--- config.mk ---
export PLATFORM = sky130hd
export DESIGN_NAME = pwm_capture_flat
export DESIGN_NICKNAME = d
export VERILOG_FILES = /design/src/rtl/pwm_capture_if.sv /design/src/rtl/pwm_capture.sv /design/src/flat_wrapper.sv
export SDC_FILE = /design/constraint.sdc
export NUM_CORES = 1
export LEC_CHECK = 0
export ABC_CLOCK_PERIOD_IN_PS = 4500
export CAP_MARGIN = 10
export CORE_ASPECT_RATIO = 0.75
export CORE_MARGIN = 5
export CORE_UTILIZATION = 40
export CTS_CLUSTER_DIAMETER = 200
export DETAILED_ROUTE_END_ITERATION = 8
export PLACE_DENSITY = 0.61
export REMOVE_ABC_BUFFERS = 1
export SLEW_MARGIN = 25
export SYNTH_ARGS = -nofsm -noshare
export SYNTH_HDL_FRONTEND = slang
export SYNTH_SLANG_ARGS = --single-unit
export TNS_END_PERCENT = 5
--- constraint.sdc ---
create_clock -name clk -period 4.5 [get_ports clk]
set_clock_uncertainty 0.1 [all_clocks]
set_input_delay 0.45 -clock clk [delete_from_list [all_inputs] [get_ports clk]]
set_output_delay 0.45 -clock clk [all_outputs]
set_load 0.01 [all_outputs]
--- src/rtl/pwm_capture_if.sv ---
// rtl/pwm_capture_if.sv - command/result bundle between pwm_capture and its controller
//
// Signals:
//   in      PWM waveform to measure (driven by pin or looped-back generator)
//   sel     command: 0 none, 1 clear ovf, 2 restart, 3 reserved
//   period  cycles between the last two rising edges
//   high    cycles the waveform was high within that period
//   valid   one-cycle pulse marking a fresh period/high pair
//   ovf     sticky timeout flag
//   busy    capture state machine is armed (not IDLE)
// Modports: master = controller side, slave = pwm_capture.
interface pwm_capture_if;
   logic        in;
   logic [1:0]  sel;
   logic [15:0] period;
   logic [15:0] high;
   logic        valid;
   logic        ovf;
   logic        busy;

   modport master (
      output in, sel,
      input  period, high, valid, ovf, busy
   );

   modport slave (
      input  in, sel,
      output period, high, valid, ovf, busy
   );
endinterface

--- src/rtl/pwm_capture.sv ---
// rtl/pwm_capture.sv - measures period and high time of a PWM waveform in clock cycles
//
// Ports:
//   clk   sole clock, rising edge
//   rst   synchronous active-high reset
//   bus   pwm_capture_if.slave (in, sel, period, high, valid, ovf, busy)
// Build option:
//   PWM_CAPTURE_SYNC_EN  route `in` through a 2-flop synchronizer (+2 cycles latency)
module pwm_capture (
   input  logic           clk,
   input  logic           rst,
   pwm_capture_if.slave   bus
);

   typedef enum logic [1:0] {
      IDLE = 2'd0,
      HIGH = 2'd1,
      LOW  = 2'd2
   } state_t;

   localparam logic [15:0] CNT_MAX = 16'hFFFF;

   state_t      state, state_nxt;
   logic        s, prev;
   logic        rise, fall;
   logic        publish, timeout;
   logic        cmd_clr, cmd_restart;
   logic [15:0] cnt, hcnt;
   logic [15:0] cnt_nxt, hcnt_nxt;
   logic [15:0] period_q, high_q;
   logic        valid_q, ovf_q, busy_q;

`ifdef PWM_CAPTURE_SYNC_EN
   // Reset to 1 so a pin already high at reset does not look like a rise.
   logic [1:0] sync_q;
   always_ff @(posedge clk) begin
      if (rst) sync_q <= 2'b11;
      else     sync_q <= {sync_q[0], bus.in};
   end
   assign s = sync_q[1];
`else
   assign s = bus.in;
`endif

   // prev resets high: an input already high out of reset is not an edge.
   always_ff @(posedge clk) begin
      if (rst) prev <= 1'b1;
      else     prev <= s;
   end

   assign rise        = s & ~prev;
   assign fall        = ~s & prev;
   assign cmd_clr     = (bus.sel == 2'd1);
   assign cmd_restart = (bus.sel == 2'd2);

   always_ff @(posedge clk) begin
      if (rst) state <= IDLE;
      else     state <= state_nxt;
   end

   always_comb begin
      state_nxt = state;
      publish   = 1'b0;
      timeout   = 1'b0;
      case (state)
         IDLE: begin
            // First rise only arms; the partial period before it is discarded.
            if (rise) state_nxt = HIGH;
         end
         HIGH: begin
            if (cnt == CNT_MAX && !rise) timeout   = 1'b1;
            else if (fall)               state_nxt = LOW;
         end
         LOW: begin
            if (rise) begin
               publish   = 1'b1;
               state_nxt = HIGH;
            end else if (cnt == CNT_MAX) begin
               timeout = 1'b1;
            end
         end
         default: state_nxt = IDLE;
      endcase
      if (timeout) state_nxt = IDLE;
      // Restart overrides everything happening in the same cycle.
      if (cmd_restart) begin
         state_nxt = IDLE;
         publish   = 1'b0;
         timeout   = 1'b0;
      end
   end

   // Counters saturate instead of wrapping; the timeout catches the limit.
   always_comb begin
      cnt_nxt  = cnt;
      hcnt_nxt = hcnt;
      if (cmd_restart) begin
         cnt_nxt  = '0;
         hcnt_nxt = '0;
      end else if (rise) begin
         cnt_nxt  = 16'd1;
         hcnt_nxt = 16'd1;
      end else begin
         if (cnt != CNT_MAX)       cnt_nxt  = cnt + 16'd1;
         if (s && hcnt != CNT_MAX) hcnt_nxt = hcnt + 16'd1;
      end
   end

   always_ff @(posedge clk) begin
      if (rst) begin
         cnt      <= '0;
         hcnt     <= '0;
         period_q <= '0;
         high_q   <= '0;
         valid_q  <= 1'b0;
         ovf_q    <= 1'b0;
         busy_q   <= 1'b0;
      end else begin
         cnt     <= cnt_nxt;
         hcnt    <= hcnt_nxt;
         valid_q <= publish;
         busy_q  <= (state_nxt != IDLE);
         if (publish) begin
            period_q <= cnt;
            high_q   <= hcnt;
         end
         // A same-cycle timeout beats a clear request.
         if (timeout)      ovf_q <= 1'b1;
         else if (cmd_clr) ovf_q <= 1'b0;
      end
   end

   assign bus.period = period_q;
   assign bus.high   = high_q;
   assign bus.valid  = valid_q;
   assign bus.ovf    = ovf_q;
   assign bus.busy   = busy_q;

endmodule

--- src/flat_wrapper.sv ---
// flat-port wrapper written by rule: the top's interface ports become plain ports
module pwm_capture_flat 
  (clk, rst, bus_in, bus_sel, bus_period, bus_high, bus_valid, bus_ovf, bus_busy);
  pwm_capture_if bus_i ();
  input  logic clk;
  input  logic rst;
  input wire logic [$bits(bus_i.in)-1:0] bus_in;
  input wire logic [$bits(bus_i.sel)-1:0] bus_sel;
  output wire logic [$bits(bus_i.period)-1:0] bus_period;
  output wire logic [$bits(bus_i.high)-1:0] bus_high;
  output wire logic [$bits(bus_i.valid)-1:0] bus_valid;
  output wire logic [$bits(bus_i.ovf)-1:0] bus_ovf;
  output wire logic [$bits(bus_i.busy)-1:0] bus_busy;
  assign bus_i.in = bus_in;
  assign bus_i.sel = bus_sel;
  assign bus_period = bus_i.period;
  assign bus_high = bus_i.high;
  assign bus_valid = bus_i.valid;
  assign bus_ovf = bus_i.ovf;
  assign bus_busy = bus_i.busy;
  pwm_capture u_core (.clk(clk), .rst(rst), .bus(bus_i));
endmodule
==> metrics <==
run status=finished clean; crit start category=flop; CTS Buf Count=9; CTS tree=yes; post-DP HPWL=~4.3 mm; Critical Path Sink Type=flop; post-synthesis xor/xnor area fraction=under 10%; multiplexer share of the synthesized area=less than 1%; Yosys cell types=37; largest net degree at the start of global routing=38; Site Rows=27; Fmax=just over 400 MHz; residual DRC count=0; largest area contributor in the netlist=dfxtp_1; Final ANT Viol Nets=0; Slew HR=a little under half; dpl ws=1.780 ns; register area=1401 um2; initial antenna violation count=0; post-synthesis sequential area ratio=between 40% and 50%; Slew Limit Fails=0; initial core utilization=40.60%; core outline area=slightly above 7000 um2; largest buffer count on any clock path=2; # fillers=732; NumNets Final=approximately 400; via density per instance=just under 5; maxcap violations=0; Root Buffer=clkbuf_8; data required time of the critical path=approximately 4.7 ns; share of the synthesized area in the top cell type=47.74%; synthesized area=approximately 2900 um2; CP Cell Sequence=ha_1, nand3_1, nor3_2, nand2_1, a41o_1, a21oi_1; Yosys warning count=0; via count=between 2,000 and 2,500; Pre-antenna DRT Iters=4; vias in the first global route=approximately 2,300; Pleak=1.215 nW; CP Data Arrival Time=between 2 and 3 ns; post-cts resize count=0; RSZ-0062 raised after global routing=no; Worst-path clk slew=0.07 ns; WL final=around 6.3 mm; Area Growth Syn to Fin=23.53%; setup_tns=0 ns; Post-Synthesis Cells=~360; compound-gate portion of the synthesized area=between 10% and 20%; Worst path max stage delay=0.65 ns; placed cells=485; grt ovf=0; pwr dens=roughly 330 nW/um2; share of cells above drive strength 1=a little under 7%; post-route insts no fill=between 500 and 600; Mean Syn Cell Area=just over 8 um2; top cells by area, synth=dfxtp_1 (48%), nand2_1 (9.2%), a21oi_1 (7.5%), nor2_1 (4.2%), nand3_1 (3.1%); all-layer global routing usage=approximately 15%; Final Hold Viols=0; Worst-Margin Slew=roughly 0.79 ns; maximum vdd drop=0.0001598 V; GPL Wtd Cong=0.8056; worst-path fanout max=13; htree depth=3; CTS Sinks=70; area of the multi-input gates=1434 um2; Period minus WS final=between 2 and 2.5 ns; Hold Path Class=flop to flop; crit share post-route=53.43%; Seq cells post-synth=70; Worst path slowest cell=nor3_2; Post-synth EDFFs=0; Setup Fix Bufs, Post-CTS=0; largest family of logic cells by synthesized area=simple AND/OR/NAND/NOR gates; worst-skew pair later-pin latency=between 0.3 and 0.4 ns; IO Pins=40; Die W=roughly 110 um; Post-Synth Simple-Gate Area=a little over a quarter; Die H=84.19 um; setup violators final=0; Adder-Cell Fraction of Synth Area=under 10%; Port Buf Inserts=39; Post-CTS Hold Fix Bufs=0; Final WS setup=approximately 2.1 ns; ys async rst share=0%; DR iter-0 viols=83; first-pass GRT wire length=approximately 11 mm; CP Class=flop to flop; Diodes inserted=0; die area=roughly 9200 um2; drt wl/cell=roughly 12 um; Main synth FF type=dfxtp_1
logic make-up after synthesis:
logic type / Yosys count
AO/OA/AOI/OAI: 70
XOR/XNOR: 16
adder cells (fa/ha/maj): 6
buffers and inverters: 25
flip-flops: 70
multiplexers: 2
AND/OR/NAND/NOR: 168
synthesized netlist by cell type, drive strengths merged, types with 3 or more instances:
cell type and number:
inv 10, and3 6, dfxtp 70, a21oi 44, nand2 72, or3 3
xnor2 8, a211oi 4, nand2b 5, xor2 8, nor2 34, ha 6
o21ai 5, nand3 18, nand4 8, a31oi 4, clkbuf 10, buf 5
nor3 11, o211ai 4, and4 5
area by class of cell:
| class | instances | share of cell area, % |
|---|---|---|
| clock buffers | 10 | 3.520 |
| clock inverters | 6 | 2.381 |
| multi-input cells | 262 | 39.54 |
| repair buffers | 42 | 11.39 |
| flip-flops and latches | 70 | 38.65 |
| inverters | 10 | 1.035 |
| well taps | 101 | 3.485 |
sequential cells by signal, summed over array words and instances (netlist names):
name               cells
u_core.bus.high       16
u_core.bus.period     16
u_core.cnt            16
u_core.hcnt           16
u_core.state           2
u_core.bus.busy        1
u_core.bus.ovf         1
u_core.bus.valid       1
u_core.prev            1
metrics by stage:
stage               instance area, um2  util [%]  hold slack [ns]  total power (W)
finish                            3626     50.16           0.3542         0.001209
global route                      3626     50.16           0.3749         0.001262
CTS                               3623     50.12           0.3576         0.001226
detailed placement                3410     47.16           0.3476        0.0006759
global placement                  3410     47.16           0.3447        0.0006754
floorplan                         2870         -           0.3392        0.0006586
layer usage:
layer / track usage (%) / routed length, um
met1: 21.24 / 3310
met3: 5.380 / 311
met2: 20.40 / 2563
met4: 4.472 / 68
met5: 0 / 0
power by group:
part	leakage [nW]	switching, W	internal [W]
Sequential	0.565	0.00000495	0.000623
Combinational	0.544	0.0000213	0.0000121
Clock	0.106	0.000237	0.000311
layout by cell type (no fill, tap or decap), types with 5 or more instances in the layout:
master,synthesis,final
xor2_1,8,8
nor2_1,33,33
and4_1,5,5
a21oi_1,44,44
nor3_1,10,10
inv_1,10,10
xnor2_1,8,8
clkbuf_8,0,9
nand2b_1,5,5
nand3_1,18,18
nand2_1,72,71
ha_1,6,6
and3_1,6,6
dfxtp_1,70,70
o21ai_0,5,5
clkdlybuf4s50_1,0,39
nand4_1,6,6
critical path: cells and delay by family, from the launching register on:
family / cells / cell delay, ns
AND/OR/NAND/NOR: 3 / 1.13
AO/OA/AOI/OAI: 2 / 0.45
adder cells (fa/ha/maj): 1 / 0.22
flip-flops: 1 / 0.42
final timing paths:
path | startpoint | end | slack [ns] | cells past startpoint
max | u_core.cnt[0]$_SDFFE_PP0N_ | u_core.bus.busy$_SDFF_PP0_ | 2.10 | 6
min | u_core.bus.period[9]$_SDFFE_PP0P_ | u_core.bus.period[9]$_SDFFE_PP0P_ | 0.35 | 2
max reg2reg | u_core.cnt[0]$_SDFFE_PP0N_ | u_core.bus.busy$_SDFF_PP0_ | 2.10 | 6
min reg2reg | u_core.bus.period[9]$_SDFFE_PP0P_ | u_core.bus.period[9]$_SDFFE_PP0P_ | 0.35 | 2
(Power assumes the default switching activity.)
